[src/rtl/ram_wr_pkg.sv]
// ram_wr_pkg: shared FSM state encoding and default parameters for ram_wr_ctrl_frame
package ram_wr_pkg;
  localparam logic [2:0] S_IDLE  = 3'd0;
  localparam logic [2:0] S_WAIT  = 3'd1;
  localparam logic [2:0] S_SKIP  = 3'd2;
  localparam logic [2:0] S_WRITE = 3'd3;
  localparam logic [2:0] S_DONE  = 3'd4;
  localparam int DEF_DATA_W    = 16;
  localparam int DEF_ADDR_W    = 8;
  localparam int DEF_FRAME_LEN = 255;
  localparam int DEF_SKIP_LEN  = 0;
  localparam int DEF_CONT      = 0;
endpackage

[src/rtl/peak_track.sv]
// peak_track: running maximum of written samples (lowest address wins ties); ports clk, rst, clear, load, data, addr -> peak_val, peak_addr
module peak_track #(
  parameter int DATA_W = 16,
  parameter int ADDR_W = 8
) (
  input  logic              clk,
  input  logic              rst,
  input  logic              clear,
  input  logic              load,
  input  logic [DATA_W-1:0] data,
  input  logic [ADDR_W-1:0] addr,
  output logic [DATA_W-1:0] peak_val,
  output logic [ADDR_W-1:0] peak_addr
);
  logic have;
  always_ff @(posedge clk) begin
    if (rst || (clear && !load)) begin
      have      <= 1'b0;
      peak_val  <= '0;
      peak_addr <= '0;
    end else if (load && (clear || !have || data > peak_val)) begin
      have      <= 1'b1;
      peak_val  <= data;
      peak_addr <= addr;
    end
  end
endmodule

[src/rtl/ram_wr_ctrl_frame.sv]
// ram_wr_ctrl_frame: frame capture into RAM write port; ports clk, rst, start, data_in/valid/sof -> wr_data/addr/en, wr_done, busy, peak_val/addr, sof_err
module ram_wr_ctrl_frame import ram_wr_pkg::*; #(
  parameter int DATA_W    = DEF_DATA_W,
  parameter int ADDR_W    = DEF_ADDR_W,
  parameter int FRAME_LEN = DEF_FRAME_LEN,
  parameter int SKIP_LEN  = DEF_SKIP_LEN,
  parameter int CONT      = DEF_CONT
) (
  input  logic              clk,
  input  logic              rst,
  input  logic              start,
  input  logic [DATA_W-1:0] data_in,
  input  logic              data_valid,
  input  logic              data_sof,
  output logic [DATA_W-1:0] wr_data,
  output logic [ADDR_W-1:0] wr_addr,
  output logic              wr_en,
  output logic              wr_done,
  output logic              busy,
  output logic [DATA_W-1:0] peak_val,
  output logic [ADDR_W-1:0] peak_addr,
  output logic              sof_err
);
  if (FRAME_LEN < 1 || FRAME_LEN > (1 << ADDR_W)) begin : g_bad_len
    $error("FRAME_LEN must be within 1..2**ADDR_W");
  end
  localparam int SW = $clog2(SKIP_LEN + 1) + 1;
  localparam logic [ADDR_W-1:0] LAST = ADDR_W'(FRAME_LEN - 1);
  localparam logic [SW-1:0] SKIP_LAST = SW'(SKIP_LEN - 1);
  logic [2:0] state, state_nx;
  logic [SW-1:0] skip_cnt;
  logic [ADDR_W-1:0] waddr, addr_now;
  logic in_cap, restart, begin_f, wr_now, last, rearm;
  assign busy = in_cap;
  always_comb begin
    in_cap   = (state == S_SKIP) || (state == S_WRITE);
    restart  = data_valid && data_sof && in_cap;
    begin_f  = data_valid && data_sof && (in_cap || state == S_WAIT);
    wr_now   = begin_f ? (SKIP_LEN == 0) : (data_valid && state == S_WRITE);
    addr_now = begin_f ? '0 : waddr;
    last     = wr_now && addr_now == LAST;
    rearm    = state == S_DONE && (CONT != 0 || start);
    state_nx = state == S_IDLE ? (start ? S_WAIT : S_IDLE) :
               last ? S_DONE :
               begin_f ? (SKIP_LEN > 1 ? S_SKIP : S_WRITE) :
               (state == S_SKIP && data_valid && skip_cnt == SKIP_LAST) ? S_WRITE :
               rearm ? S_WAIT : state;
  end
  always_ff @(posedge clk) begin
    if (rst) begin
      state    <= S_IDLE;
      skip_cnt <= '0;
      waddr    <= '0;
      wr_en    <= 1'b0;
      wr_addr  <= '0;
      wr_data  <= '0;
      wr_done  <= 1'b0;
      sof_err  <= 1'b0;
    end else begin
      state    <= state_nx;
      skip_cnt <= begin_f ? SW'(1) : (state == S_SKIP && data_valid) ? skip_cnt + 1'b1 : skip_cnt;
      waddr    <= wr_now ? addr_now + 1'b1 : (begin_f ? '0 : waddr);
      wr_en    <= wr_now;
      wr_addr  <= wr_now ? addr_now : wr_addr;
      wr_data  <= wr_now ? data_in : wr_data;
      wr_done  <= state == S_DONE && (CONT != 0 || !start);
      sof_err  <= restart;
    end
  end
  peak_track #(.DATA_W(DATA_W), .ADDR_W(ADDR_W)) u_peak (
    .clk       (clk),
    .rst       (rst),
    .clear     (begin_f || (state == S_DONE && CONT == 0 && start)),
    .load      (wr_now),
    .data      (data_in),
    .addr      (addr_now),
    .peak_val  (peak_val),
    .peak_addr (peak_addr)
  );
endmodule

[config.mk]
export PLATFORM = sky130hd
export DESIGN_NAME = ram_wr_ctrl_frame
export DESIGN_NICKNAME = d
export VERILOG_FILES = /design/src/rtl/ram_wr_pkg.sv /design/src/rtl/peak_track.sv /design/src/rtl/ram_wr_ctrl_frame.sv
export SDC_FILE = /design/constraint.sdc
export NUM_CORES = 1
export LEC_CHECK = 0
export ABC_AREA = 1
export BUFFER_PORTS_ARGS = -buffer_cell sky130_fd_sc_hd__buf_2
export CORE_MARGIN = 5
export CORE_UTILIZATION = 50
export CTS_CLUSTER_DIAMETER = 150
export DETAILED_ROUTE_END_ITERATION = 10
export PLACE_DENSITY = 0.75
export SLEW_MARGIN = 20
export SYNTH_ARGS = -nofsm -noshare
export SYNTH_HDL_FRONTEND = slang
export SYNTH_SLANG_ARGS = --single-unit
[constraint.sdc]
create_clock -name clk -period 1.9 [get_ports clk]
set_clock_uncertainty 0.1 [all_clocks]
set_input_delay 0.285 -clock clk [delete_from_list [all_inputs] [get_ports clk]]
set_output_delay 0.285 -clock clk [all_outputs]
set_load 0.01 [all_outputs]
==> impl_metrics.json, run 1 <==
{
  "grt_setup_unrepaired": "true",
  "grtUsageTotal_pct": 20.7,
  "p_leak_nw": 1.91,
  "die_y_um": 88.3,
  "ir_worst_vdd_uv": 507,
  "routed_via_density": 5.18,
  "cts_buffers": 9,
  "core_area_mm2": 0.00596,
  "path_max_fanout": 7,
  "drive_above_1_share_pct": 32.2,
  "stdcell_area_mm2": 0.00405,
  "ios": 73,
  "cts_tree": "done",
  "fin_crit_sh_pct": 103,
  "grt_pass1_wl_mm": 12.6,
  "cts-root-buf": "clkbuf_8",
  "syn_avg_cell_area_um2": 7.24,
  "whs_ns": 0.0684,
  "drt-initial-drc-count": 168,
  "setup_viol_count_final": 21,
  "yosysSeqAreaShare_pct": 41.8,
  "synthDistinctLibCells": 27,
  "final_common_cell": "nand2_1",
  "routedWlPerCell_um": 14.1,
  "power_density_mw_per_mm2": 723,
  "cts_sinks": 64,
  "drt_first_pass_iters": 4,
  "synthCells": 423,
  "endpoint_kind": "flip-flop",
  "hpwl_mm": 5.46,
  "syn_to_final_growth_pct": 32.1,
  "worstMarginPinSlew_ns": 0.784,
  "fmax_mhz": 512,
  "nNetsFinal": 554,
  "grt_overflow_total": 0,
  "clk_latency_ns": 0.34,
  "antenna_found_initial": 0,
  "placed_cell_area_mm2": 0.00362,
  "violations": "setup timing",
  "crit_required_ns": 2.03,
  "cts_buffer_depth": 2,
  "final.min_clock_period_ns": 1.95,
  "postRouteWirelength_mm": 8.36,
  "slew_headroom_pct": 47.7,
  "io_buffers": 72,
  "outcome": "finished, violations left",
  "synth_nets": 462,
  "critPathKind": "flip-flop to flip-flop",
  "die_x_um": 88.3,
  "grt_pass1_vias": 2871,
  "gp_congestion": 0.872,
  "max_cap_violations": 0,
  "timing.final.ws_setup_ns": -0.0532,
  "initial_core_util_pct": 51.4,
  "power_w": 0.00293,
  "hp-class": "input port to flip-flop",
  "hold_buffers": 0,
  "drcViolationCount": 0,
  "ys_ff_latch": 64,
  "htreeDepth": 3,
  "arrival_ns": 2.08,
  "layout_common_cells": "nand2_1 (73), buf_2 (72), nor2_1 (63), dfxtp_1 (52), inv_1 (45)",
  "postRouteAntennaNets": 0,
  "synth_warnings": 0,
  "grt_max_degree": 32,
  "rows": 28,
  "vias": 3078,
  "finalMaxSlewViolations": 0,
  "antenna_cells": 0,
  "clk_pin_slew_ns": 0.07,
  "dieArea_mm2": 0.00779,
  "final-hold-violation-count": 0,
  "synthesis.area_mm2": 0.00306,
  "worstSetupStartpointType": "flip-flop"
}
==> sequential cells by signal, summed over array words and instances (netlist names) <==
name,cells
skip_cnt,1
sof_err,1
state,3
u_peak.have,1
u_peak.peak_addr,8
u_peak.peak_val,16
waddr,8
wr_addr,8
wr_data,16
wr_done,1
wr_en,1
==> metrics by stage <==
stage / worst slack [ns] / std cells / setup TNS, ns / util (%)
after floorplan: 0.0934 / 423 / 0 / -
after global placement: -0.0308 / 575 / -0.268 / 60.8
after detailed placement: -0.0679 / 575 / -0.625 / 60.8
after CTS: 0.00989 / 592 / 0 / 65.8
after global routing: -0.228 / 594 / -4.19 / 68.0
final: -0.0532 / 594 / -0.591 / 68.0
==> cells by family after synthesis <==
logic type,synth area share (%)
compound gates,11.9
xor+xnor,0.286
fa+ha+maj,7.35
buf+inv,9.68
flops,41.8
simple gates,29.0
==> worst max-delay path: stages, from the launching register on <==
cell,delay [ns]
dfxtp_1,0.36
inv_1,0.06
ha_1,0.30
nand2_2,0.08
nor3_2,0.21
nand2_1,0.07
nand2_1,0.07
nand2_2,0.07
nand2_4,0.15
buf_12,0.14
nand3b_1,0.09
nand2_1,0.08
nor2_1,0.06
==> path summary, 6_finish.rpt <==
path / from / endpoint / cells after the start / slack [ns]
max reg2reg: u_peak.peak_val[15]$_SDFFE_PP0P_ / u_peak.peak_val[5]$_SDFFE_PP0P_ / 12 / -0.05
min reg2reg: wr_addr[6]$_SDFFE_PP0N_ / wr_addr[6]$_SDFFE_PP0N_ / 2 / 0.35
min: start / wr_done$_SDFF_PP0_ / 2 / 0.07
max: u_peak.peak_val[15]$_SDFFE_PP0P_ / u_peak.peak_val[5]$_SDFFE_PP0P_ / 12 / -0.05
==> cells in the mapped netlist, drive strengths merged <==
cell | n | share of area [%]
nand2 | 81 | 11
nor2 | 72 | 9.2
dfxtp | 64 | 42
inv | 50 | 6.1
a21oi | 46 | 7.5
o21ai | 21 | 3.4
nand3 | 19 | 3.1
ha | 18 | 7.4
buf | 15 | 2.9
nand3b | 13 | 3.2
nor3 | 7 | 1.5
clkbuf | 5 | 0.61
nand4 | 3 | 0.61
nor4 | 3 | 0.61
a211oi | 2 | 0.49
a21o | 1 | 0.25
a31oi | 1 | 0.20
and2 | 1 | 0.20
xor2 | 1 | 0.29
==> power breakdown <==
group | internal, W | switching [W] | leakage [nW] | total, W
Clock | 0.000628 | 0.000506 | 0.0989 | 0.00113
Combinational | 0.000168 | 0.000220 | 1.29 | 0.000388
Sequential | 0.00138 | 0.0000231 | 0.524 | 0.00140
==> repair_timing <==
| action | 4_1_cts | 5_1_grt |
|---|---|---|
| buffers inserted | 1 | 1 |
| pin swaps | 4 | 9 |
| gates cloned | 1 | 1 |
| resized for setup | 21 | 21 |
| endpoints found under the setup margin | 13 | 30 |
==> area by class of cell <==
cell class | count | area [µm²]
inverters | 50 | 188
flip-flops and latches | 64 | 1300
well taps | 75 | 93.8
clock buffers | 11 | 141
fillers | 480 | 1910
repair buffers | 101 | 644
clock inverters | 4 | 45.0
multi-input cells | 289 | 1640
==> metal layers <==
| layer | global-route usage (%) | part of all wire (%) | wire, µm |
|---|---|---|---|
| met1 | 25.0 | 43 | 3570 |
| met2 | 34.7 | 50 | 4140 |
| met3 | 4.66 | 6.3 | 527 |
| met4 | 10.0 | 1.5 | 123 |
| met5 | 0 | 0 | 0 |
Power figures use the tool's default switching activity.
==> inputs of run 2 (changes only) <==
Settings changed: TNS_END_PERCENT from default to 30.
==> run 2 against run 1 <==
Net effect: sequential cell count unchanged; die area unchanged; global-route usage unchanged; first-iteration DRC count decreased by 8.3%; critical path depth unchanged; fmax about the same; combinational power about the same; total power increased by 0.27%; the run still ends with setup timing left; worst setup slack got worse by 0.0018 ns.
==> impl_metrics.json, run 2 (synthesis results as in run 1) <==
{
  "max_cap_violations": 0,
  "power_density_mw_per_mm2": 727,
  "grt_pass1_wl_mm": 12.6,
  "fin_crit_sh_pct": 103,
  "reg.largest.list": "u_peak.peak_val (16), wr_data (16)",
  "drt-initial-drc-count": 154,
  "grtUsageTotal_pct": 20.7,
  "cts-root-buf": "clkbuf_8",
  "slew_headroom_pct": 47.7,
  "vias": 3094,
  "endpoint_kind": "flip-flop",
  "clk_pin_slew_ns": 0.07,
  "finalMaxSlewViolations": 0,
  "htreeDepth": 3,
  "routedWlPerCell_um": 14.1,
  "crit_required_ns": 2.03,
  "dieArea_mm2": 0.00779,
  "violations": "setup timing",
  "path_max_fanout": 7,
  "postRouteAntennaNets": 0,
  "grt_pass1_vias": 2871,
  "grt_overflow_total": 0,
  "syn_to_final_growth_pct": 31.7,
  "worstMarginPinSlew_ns": 0.784,
  "critPathKind": "flip-flop to flip-flop",
  "rows": 28,
  "cts_buffer_depth": 2,
  "setup_viol_count_final": 21,
  "worstSetupStartpointType": "flip-flop",
  "nNetsFinal": 554,
  "initial_core_util_pct": 51.4,
  "hold_buffers": 0,
  "cts_buffers": 9,
  "fmax_mhz": 512,
  "gp_congestion": 0.872,
  "timing.final.ws_setup_ns": -0.0550,
  "die_x_um": 88.3,
  "core_area_mm2": 0.00596,
  "io_buffers": 72,
  "p_leak_nw": 1.91,
  "hp-class": "input port to flip-flop",
  "ir_worst_vdd_uv": 510,
  "postRouteWirelength_mm": 8.38,
  "cts_tree": "done",
  "drt_first_pass_iters": 4,
  "grt_max_degree": 32,
  "drcViolationCount": 0,
  "layout_common_cells": "nand2_1 (74), buf_2 (72), nor2_1 (63), dfxtp_1 (52), inv_1 (45)",
  "die_y_um": 88.3,
  "antenna_cells": 0,
  "ios": 73,
  "fill_cells": 477,
  "cts_sinks": 64,
  "hpwl_mm": 5.46,
  "power_w": 0.00293,
  "outcome": "finished, violations left",
  "routed_via_density": 5.21,
  "arrival_ns": 2.09,
  "antenna_found_initial": 0,
  "post-place-ws_ns": -0.0679,
  "grt_setup_unrepaired": "true",
  "final-hold-violation-count": 0,
  "drive_above_1_share_pct": 32.0,
  "final_common_cell": "nand2_1",
  "final.min_clock_period_ns": 1.95,
  "clk_latency_ns": 0.34
}
-- run 2: what timing repair did --
action                     4_1_cts  5_1_grt
buffers inserted                 1        1
cloned                           1        1
gates resized for setup         21       18
pin swaps                        4        8
setup endpoints to repair       13       30
-- run 2: path summary, 6_finish.rpt --
| path | from | to | slack, ns | cells after the start |
|---|---|---|---|---|
| hold reg to reg | wr_addr[6]$_SDFFE_PP0N_ | wr_addr[6]$_SDFFE_PP0N_ | 0.35 | 2 |
| hold / removal | start | wr_done$_SDFF_PP0_ | 0.05 | 2 |
| setup / recovery | u_peak.peak_val[15]$_SDFFE_PP0P_ | u_peak.peak_val[6]$_SDFFE_PP0P_ | -0.05 | 12 |
| setup reg to reg | u_peak.peak_val[15]$_SDFFE_PP0P_ | u_peak.peak_val[6]$_SDFFE_PP0P_ | -0.05 | 12 |
-- run 2: through the flow --
step	cells	hold slack, ns	util, %	area [µm²]	setup TNS, ns
2_1_floorplan	423	0.261	-	3060	0
3_3_place_gp	575	0.344	60.8	3620	-0.268
3_5_place_dp	575	0.350	60.8	3620	-0.625
4_1_cts	592	0.0457	65.8	3920	0
5_1_grt	594	0.0561	67.8	4040	-4.20
6_report	594	0.0540	67.8	4040	-0.616
-- run 2: where the power goes --
group / total [W] / internal [W] / switching (W)
registers: 0.00140 / 0.00138 / 0.0000232
logic: 0.000388 / 0.000167 / 0.000220
clock network: 0.00114 / 0.000628 / 0.000514
total: 0.00293 / 0.00218 / 0.000758
-- run 2: area by class of cell --
cell class                 count  area, µm²  share of cell area, %
clock buffer                  11        141                   3.50
clock inverter                 4       45.0                   1.12
inverter                      50        188                   4.65
multi-input combinational    289       1630                   40.4
sequential                    64       1300                   32.1
tap                           75       93.8                   2.32
timing repair buffer         101        641                   15.9
-- run 2: critical path, stage by stage, from the launching register on --
cell and delay (ns):
dfxtp_1 0.36, inv_1 0.06, ha_1 0.30, nand2_2 0.08, nor3_2 0.21, nand2_1 0.07, nand2_1 0.07, nand2_2 0.07
nand2_4 0.15, buf_12 0.14, nand3b_1 0.10, nand2_1 0.09, nor2_1 0.05
-- run 2: per-layer routing --
metal	global-route usage (%)	part of all wire, %	wire length, µm	up-vias
met3	4.66	6.6	556	11
met2	34.7	50	4160	99
met1	25.0	42	3550	1440
met5	0	0	0	-
li1	-	-	-	1544
met4	10.0	1.5	122	0
